[src/rtl/operand_forward_ctrl_pkg.sv]
// rtl/operand_forward_ctrl_pkg.sv - operand mux select codes and operand-kind encodings
package operand_forward_ctrl_pkg;

  localparam logic [2:0] SEL_REGFILE = 3'b000;
  localparam logic [2:0] SEL_FWD_D1  = 3'b001;
  localparam logic [2:0] SEL_FWD_D2  = 3'b010;
  localparam logic [2:0] SEL_FWD_D3  = 3'b011;
  localparam logic [2:0] SEL_IMM     = 3'b100;
  localparam logic [2:0] SEL_PC      = 3'b101;

  typedef enum logic [1:0] {
    OPSEL_REG  = 2'b00,
    OPSEL_IMM  = 2'b01,
    OPSEL_PC   = 2'b10,
    OPSEL_RSVD = 2'b11
  } opsel_e;

endpackage

[src/rtl/operand_forward_ctrl_if.sv]
// rtl/operand_forward_ctrl_if.sv - issue-side and select-side signals of the forwarding control
interface operand_forward_ctrl_if #(
  parameter int REG_ADDR_WIDTH = 5
);
  logic                      flush;
  logic                      issue_valid;
  logic [REG_ADDR_WIDTH-1:0] issue_src;
  logic [1:0]                issue_opsel;
  logic [REG_ADDR_WIDTH-1:0] issue_dst;
  logic                      issue_wen;
  logic                      issue_load;
  logic                      stall;
  logic [2:0]                select;
  logic                      select_valid;

  modport master (
    output flush, issue_valid, issue_src, issue_opsel, issue_dst, issue_wen, issue_load,
    input  stall, select, select_valid
  );

  modport slave (
    input  flush, issue_valid, issue_src, issue_opsel, issue_dst, issue_wen, issue_load,
    output stall, select, select_valid
  );
endinterface

[src/rtl/operand_forward_ctrl_fwd_track_slot.sv]
// rtl/operand_forward_ctrl_fwd_track_slot.sv - one in-flight destination slot with source match
module operand_forward_ctrl_fwd_track_slot #(
  parameter int REG_ADDR_WIDTH = 5,
  parameter int ZERO_REG       = 0
) (
  input  logic                      clk,
  input  logic                      rst,
  input  logic                      flush,
  input  logic [REG_ADDR_WIDTH+2:0] shift_in,
  input  logic [REG_ADDR_WIDTH-1:0] src,
  output logic [REG_ADDR_WIDTH+2:0] q,
  output logic                      match
);
  localparam int EW = REG_ADDR_WIDTH + 3;

  // entry layout: {valid, dst, wen, load}
  logic [EW-1:0] q_r;

  always_ff @(posedge clk) begin
    if (rst || flush) begin
      q_r <= '0;
    end else begin
      q_r <= shift_in;
    end
  end

  assign q     = q_r;
  assign match = q_r[EW-1] && q_r[1] && (q_r[EW-2:2] == src)
                 && (src != REG_ADDR_WIDTH'(ZERO_REG));
endmodule

[src/rtl/operand_forward_ctrl.sv]
// rtl/operand_forward_ctrl.sv - operand mux select generation with EX/MEM/WB forwarding and load-use stall
module operand_forward_ctrl
  import operand_forward_ctrl_pkg::*;
#(
  parameter int REG_ADDR_WIDTH = 5,
  parameter int ZERO_REG       = 0
) (
  input logic                 clk,
  input logic                 rst,
  operand_forward_ctrl_if.slave bus
);
  localparam int EW = REG_ADDR_WIDTH + 3;

  logic [EW-1:0] new_entry;
  logic [EW-1:0] d1_q;
  logic [EW-1:0] d2_q;
  logic [EW-1:0] tail_unused;
  logic          m1, m2, m3;
  logic          stall;
  logic          accept;
  logic [2:0]    sel_next;
  logic [2:0]    sel_r;
  logic          sel_valid_r;
  opsel_e        opsel;

  assign opsel  = opsel_e'(bus.issue_opsel);
  assign stall  = bus.issue_valid && (opsel == OPSEL_REG) && m1 && d1_q[0];
  assign accept = bus.issue_valid && !stall && !bus.flush;

  // a rejected or absent issue enters the pipeline as a bubble
  assign new_entry = accept ? {1'b1, bus.issue_dst, bus.issue_wen, bus.issue_load} : '0;

  operand_forward_ctrl_fwd_track_slot #(.REG_ADDR_WIDTH(REG_ADDR_WIDTH), .ZERO_REG(ZERO_REG)) u_d1 (
    .clk(clk), .rst(rst), .flush(bus.flush), .shift_in(new_entry),
    .src(bus.issue_src), .q(d1_q), .match(m1)
  );

  operand_forward_ctrl_fwd_track_slot #(.REG_ADDR_WIDTH(REG_ADDR_WIDTH), .ZERO_REG(ZERO_REG)) u_d2 (
    .clk(clk), .rst(rst), .flush(bus.flush), .shift_in(d1_q),
    .src(bus.issue_src), .q(d2_q), .match(m2)
  );

  operand_forward_ctrl_fwd_track_slot #(.REG_ADDR_WIDTH(REG_ADDR_WIDTH), .ZERO_REG(ZERO_REG)) u_d3 (
    .clk(clk), .rst(rst), .flush(bus.flush), .shift_in(d2_q),
    .src(bus.issue_src), .q(tail_unused), .match(m3)
  );

  always_comb begin
    sel_next = SEL_REGFILE;
    case (opsel)
      OPSEL_IMM:  sel_next = SEL_IMM;
      OPSEL_PC:   sel_next = SEL_PC;
      OPSEL_RSVD: sel_next = SEL_REGFILE;
      default: begin
        if (m1)      sel_next = SEL_FWD_D1;
        else if (m2) sel_next = SEL_FWD_D2;
        else if (m3) sel_next = SEL_FWD_D3;
        else         sel_next = SEL_REGFILE;
      end
    endcase
  end

  always_ff @(posedge clk) begin
    if (rst) begin
      sel_r       <= SEL_REGFILE;
      sel_valid_r <= 1'b0;
    end else if (accept) begin
      sel_r       <= sel_next;
      sel_valid_r <= 1'b1;
    end else begin
      sel_valid_r <= 1'b0;
    end
  end

  assign bus.stall        = stall;
  assign bus.select       = sel_r;
  assign bus.select_valid = sel_valid_r;
endmodule

[src/flat_wrapper.sv]
// flat-port wrapper written by rule: the top's interface ports become plain ports
module operand_forward_ctrl_flat import operand_forward_ctrl_pkg::*;
#(
  parameter int REG_ADDR_WIDTH = 5,
  parameter int ZERO_REG       = 0
)
  (clk, rst, bus_flush, bus_issue_valid, bus_issue_src, bus_issue_opsel, bus_issue_dst, bus_issue_wen, bus_issue_load, bus_stall, bus_select, bus_select_valid);
  operand_forward_ctrl_if #(.REG_ADDR_WIDTH(REG_ADDR_WIDTH)) bus_i ();
  input logic clk;
  input logic rst;
  input wire logic [$bits(bus_i.flush)-1:0] bus_flush;
  input wire logic [$bits(bus_i.issue_valid)-1:0] bus_issue_valid;
  input wire logic [$bits(bus_i.issue_src)-1:0] bus_issue_src;
  input wire logic [$bits(bus_i.issue_opsel)-1:0] bus_issue_opsel;
  input wire logic [$bits(bus_i.issue_dst)-1:0] bus_issue_dst;
  input wire logic [$bits(bus_i.issue_wen)-1:0] bus_issue_wen;
  input wire logic [$bits(bus_i.issue_load)-1:0] bus_issue_load;
  output wire logic [$bits(bus_i.stall)-1:0] bus_stall;
  output wire logic [$bits(bus_i.select)-1:0] bus_select;
  output wire logic [$bits(bus_i.select_valid)-1:0] bus_select_valid;
  assign bus_i.flush = bus_flush;
  assign bus_i.issue_valid = bus_issue_valid;
  assign bus_i.issue_src = bus_issue_src;
  assign bus_i.issue_opsel = bus_issue_opsel;
  assign bus_i.issue_dst = bus_issue_dst;
  assign bus_i.issue_wen = bus_issue_wen;
  assign bus_i.issue_load = bus_issue_load;
  assign bus_stall = bus_i.stall;
  assign bus_select = bus_i.select;
  assign bus_select_valid = bus_i.select_valid;
  operand_forward_ctrl #(.REG_ADDR_WIDTH(REG_ADDR_WIDTH), .ZERO_REG(ZERO_REG)) u_core (.clk(clk), .rst(rst), .bus(bus_i));
endmodule
[config.mk]
export PLATFORM = sky130hd
export DESIGN_NAME = operand_forward_ctrl_flat
export DESIGN_NICKNAME = d
export VERILOG_FILES = /design/src/rtl/operand_forward_ctrl_pkg.sv /design/src/rtl/operand_forward_ctrl_if.sv /design/src/rtl/operand_forward_ctrl_fwd_track_slot.sv /design/src/rtl/operand_forward_ctrl.sv /design/src/flat_wrapper.sv
export SDC_FILE = /design/constraint.sdc
export NUM_CORES = 1
export LEC_CHECK = 0
export ABC_AREA = 1
export CAP_MARGIN = 20
export CORE_UTILIZATION = 50
export DETAILED_ROUTE_END_ITERATION = 16
export PLACE_DENSITY = 0.82
export SETUP_SLACK_MARGIN = 0.3
export SLEW_MARGIN = 20
export SYNTH_ARGS = -nofsm -noshare
export SYNTH_HDL_FRONTEND = slang
export SYNTH_HIERARCHICAL = 1
export SYNTH_SLANG_ARGS = --single-unit
export TNS_END_PERCENT = 20
[constraint.sdc]
create_clock -name clk -period 1.5 [get_ports clk]
set_input_delay 0.3 -clock clk [delete_from_list [all_inputs] [get_ports clk]]
set_output_delay 0.3 -clock clk [all_outputs]
set_load 0.1 [all_outputs]
# --- Word level (Yosys, flattened, before mapping) ---
# Cells that the tools add are included.
classes:
  shifts: 0
  n_eq_ne: 6
  n_mux: 6
  addsub: 0
  n_reduce_logical: 20
  mul: 0
  bitwise_logic: 1
  n_div: 0
  order_cmp: 0
op_table:
  columns: ["op", "count"]
  rows:
  - ["$eq 5x5->1", 3]
  - ["$logic_and 1x1->1", 14]
  - ["$pmux 3 s3", 1]
  - ["$mux 8", 1]
  - ["$mux 3", 2]
  - ["$reduce_bool 5->1", 1]
  - ["$eq 2x2->1 const B", 2]
  - ["$eq 2x1->1 const B", 1]
  - ["$logic_not 1->1", 2]
  - ["$logic_not 2->1", 1]
  - ["$mux 2", 1]
  - ["$reduce_or 2->1", 1]
  - ["$logic_or 1x1->1", 1]
  - ["$mux 1", 1]
  - ["$not 1->1", 1]
word_totals:
  input_bits: 18
  romBits: 0
  ram_bits: 0
  memories: 0
  regBits: 28
  latch_bits: 0

# --- Logic depth before layout (Yosys ltp) ---
logic_depth:
  word_depth: 10
  depth_mapped: 13

# --- By module ---
# Netlist, hierarchy kept.
by_module_without_submodules:
  columns: ["mod", "area_each_um2", "cells_per_inst", "seq_area_each_um2", "n_inst"]
  rows:
  - ["operand_forward_ctrl_fwd_track_slot", 379.1, 56, 160.2, 3]
  - ["operand_forward_ctrl", 377.9, 61, 80.1, 1]

# --- Worst setup path after synthesis ---
# No wires, ideal clock.
synth_path:
  path_kind: "register -> register"
  start: "register u_core.u_d1.q_r[5] (netlist: u_core/u_d1/q[5])"
  end: "register u_core.sel_r[1] (netlist: u_core/bus.select[1])"
  slack_ns: -0.257
  path_stages_with_launch: 12
  arrival_time_ns: 1.640
  cell_sequence: "dfxtp_1 > inv_1 > nand2_1 > nand2_1 > nor2_1 > nand3_1 > nor2_1 > nand2_4 > nor2_4 > nor2_4 > nor2_1 > nor2_1"
synth_via:
  elab_chain_len: 8
  word_cells_on_any_way: 10
synth_lines:
  columns: ["item", "line_no", "rtl"]
  rows:
  - ["from (decl)", "operand_forward_ctrl_fwd_track_slot.sv:17", "logic [EW-1:0] q_r;"]
  - ["from (signal assigned)", "operand_forward_ctrl_fwd_track_slot.sv:23", "q_r <= shift_in;"]
  - ["$eq 5x5->1", "operand_forward_ctrl_fwd_track_slot.sv:28", "assign match = q_r[EW-1] && q_r[1] && (q_r[EW-2:2] == src)"]
  - ["$logic_and 1x1->1", "operand_forward_ctrl_fwd_track_slot.sv:28", null]
  - ["$logic_and 1x1->1", "operand_forward_ctrl_fwd_track_slot.sv:29", "&& (src != REG_ADDR_WIDTH'(ZERO_REG));"]
  - ["named net u_core.m1", "operand_forward_ctrl.sv:18", "logic m1, m2, m3;"]
  - ["$logic_and 1x1->1 (2 in a row)", "operand_forward_ctrl.sv:27", "assign stall = bus.issue_valid && (opsel == OPSEL_REG) && m1 && d1_q[0];"]
  - ["named net bus_stall", "flat_wrapper.sv:18", "output wire logic [$bits(bus_i.stall)-1:0] bus_stall;"]
  - ["$logic_not 1->1", "operand_forward_ctrl.sv:28", "assign accept = bus.issue_valid && !stall && !bus.flush;"]
  - ["$logic_and 1x1->1 (2 in a row)", "operand_forward_ctrl.sv:28", null]
  - ["named net u_core.accept", "operand_forward_ctrl.sv:20", "logic accept;"]
  - ["to (signal assigned)", "operand_forward_ctrl.sv:68", "sel_r <= sel_next;"]
  - ["to (decl)", "operand_forward_ctrl.sv:22", "logic [2:0] sel_r;"]
# The timed path passes the listed nets, and every way through them passes these cells.
# A chain may end at the register's enable or synchronous reset.

# --- Worst setup path in the final report ---
layout_path:
  start: "register u_core.u_d1.q_r[2] (netlist: u_core/u_d1/q[2])"
  end: "output port bus_stall"
layout_via:
  elab_chain_len: 5
layout_lines:
  columns: ["item", "line_no"]
  rows:
  - ["$eq 5x5->1", "operand_forward_ctrl_fwd_track_slot.sv:28"]
  - ["$logic_and 1x1->1", "operand_forward_ctrl_fwd_track_slot.sv:28"]
  - ["$logic_and 1x1->1", "operand_forward_ctrl_fwd_track_slot.sv:29"]
  - ["named net u_core.m1", "operand_forward_ctrl.sv:18"]
  - ["$logic_and 1x1->1 (2 in a row)", "operand_forward_ctrl.sv:27"]
  - ["to (decl)", "flat_wrapper.sv:18"]
# The timed path passes the listed nets, and every way through them passes these cells.

==> results.sh <==
export IMPL_violations="negative setup slack"
export IMPL_finalPower_uw=1310
export IMPL_n_antenna_cell=0
export IMPL_maxCapViolations=0
export IMPL_sw_frac_of_total=0.265
export IMPL_routed_wl_mm=2.50
export IMPL_startpoint="u_core/u_d1/q[2]"
export IMPL_placedCellCount=280
export IMPL_die_y_um=55.9
export IMPL_seqPwrFrac=0.543
export IMPL_cts_tree="yes"
export IMPL_arrival_ns=1.59
export IMPL_synthToLayoutAreaGrowth_pct=30.4
export IMPL_cts_root_buffer="clkbuf_4"
export IMPL_drive_above_1_share=0.256
export IMPL_core_sq_um=2760
export IMPL_grt_ovfl_total=0
export IMPL_cp_end_kind="output port"
export IMPL_switchingPower_uw=348
export IMPL_grt_pass1_wl_mm=4.36
export IMPL_hold_path_class="reg -> reg"
export IMPL_drc=0
export IMPL_tightest_slew_ns=0.447
export IMPL_numCtsBuffers=3
export IMPL_start_util=0.528
export IMPL_fin_util=0.688
export IMPL_syn_num_nets=244
export IMPL_final_nets=280
export IMPL_hpwl_mm=1.93
export IMPL_critical_path_class="reg -> out"
export IMPL_layout_common_cells="inv_1, nand2_1, nor2_1, dfxtp_1, nor2_2"
export IMPL_clkLatencyLatePin_ns=0.32
export IMPL_clock_sinks=26
export IMPL_grt_use_total=0.178
export IMPL_stdcell_count=289
export IMPL_via_count=1233
export IMPL_io_pins=23
export IMPL_dieArea_sq_um=3130
export IMPL_ir_drop_uv=836
export IMPL_power_density_nw_per_um2=691
export IMPL_grt_pass1_vias=1114
export IMPL_r2r_start="u_core/u_d1/q[3]"
export IMPL_num_rows=19
export IMPL_worst_slack_ns=-0.388
export IMPL_outcome="complete, but fails checks"
export IMPL_grt_setup_unrepaired="true"
export IMPL_drt_iter0_drc=28
export IMPL_hold_buffers=0
export IMPL_crit_fanout=3
export IMPL_clkSlewWorstSetupHoldPaths_ns=0.13
export IMPL_gp_congestion=0.768
export IMPL_antenna_found_initial=0
export IMPL_ant_nets=0
export IMPL_syn_area_per_cell_sq_um=6.53
export IMPL_synth_warnings=6
export IMPL_required_ns=1.20
export IMPL_grt_max_degree=15
export IMPL_power_frac_comb=0.199
export IMPL_routed_via_density=4.27
export IMPL_clock_skew_ns=0.00752
export IMPL_fin_crit_ns=1.89
export IMPL_drv_slew=0
export IMPL_synthCells=223
export IMPL_syn_cell_area_sq_um=1460
export IMPL_die_x_um=55.9
export IMPL_drtPass1Iterations=4
export IMPL_power_internal_uw=964
export IMPL_p_leak_uw=0.000901
export IMPL_final_common_cell="inv_1"
export IMPL_portBuffers=22
export IMPL_hold_violations=0
export IMPL_finalCritPeriodShare=1.26
export IMPL_fmax_mhz=530
export IMPL_cts_htree_levels=1
export IMPL_clockPowerShare=0.258
export IMPL_ctsLongestPathBuffers=2
export IMPL_routedWlPerCell_um=8.66
export IMPL_worstHoldStart="u_core/u_d2/q[4]"
export IMPL_cp_start_kind="flip-flop"
export IMPL_slew_headroom=0.702
export IMPL_final_setup_viol_count=11
-- flip-flops by register name, indices dropped and copies added, names as in the netlist --
| signal | flops |
|---|---|
| u_core/bus.select | 3 |
| u_core/bus.select_valid | 1 |
| u_core/u_d3/q | 7 |
| u_core/u_d1/q | 8 |
| u_core/u_d2/q | 7 |
-- final timing paths --
path	end	slack [ns]	cells past startpoint
setup / recovery	bus_stall	-0.39	9
hold / removal	u_core/u_d3/q[4]	0.45	2
setup reg to reg	u_core/bus.select[0]	-0.17	14
hold reg to reg	u_core/u_d3/q[4]	0.45	2
-- per-layer routing --
metal | vias up | part of all wire | track usage
li1 | 688 | - | -
met1 | 517 | 0.41 | 0.196
met2 | 24 | 0.52 | 0.327
met3 | 4 | 0.048 | 0.0419
met4 | 0 | 0.015 | 0.0732
met5 | - | 0 | 0
-- through the flow --
step	hold slack, ns	setup TNS, ns	instance area (sq um)	setup slack (ns)
2_1_floorplan	0.372	-0.964	1460	-0.207
3_3_place_gp	0.428	-6.21	1790	-0.614
3_5_place_dp	0.427	-6.60	1790	-0.642
4_1_cts	0.445	-1.58	1870	-0.447
5_1_grt	0.472	-2.61	1900	-0.499
6_report	0.445	-1.28	1900	-0.388
-- worst max-delay path, cell delays in order, from the launching register on --
cell and delay [ns]:
dfxtp_2 0.36, inv_1 0.04, nand2_1 0.04, nand2_1 0.04, nor2_1 0.12, nand3_1 0.10, nor2_2 0.16, nand2_4 0.08
nor2_4 0.14, buf_12 0.19
-- power by group through the flow --
stage	Clock, uW	Sequential (uW)	Combinational, uW
2_1_floorplan	0	768	110
3_3_place_gp	0	727	250
3_5_place_dp	0	727	255
4_1_cts	354	712	256
5_1_grt	381	714	284
6_report	339	712	261
-- final cells by class --
| type | instances | area [sq um] |
|---|---|---|
| clock buffer | 4 | 36.3 |
| fill | 229 | 860 |
| inverter | 65 | 244 |
| multi-input combinational | 130 | 694 |
| sequential | 26 | 527 |
| tap | 31 | 38.8 |
| timing repair buffer | 33 | 358 |
-- repair_timing --
item	4_1_cts	5_1_grt
endpoints found under the hold margin	0	0
buffers inserted	4	0
setup endpoints to repair	16	17
cloned	1	0
pin swaps	7	7
gates resized for setup	6	9
(Power assumes the default switching activity.)
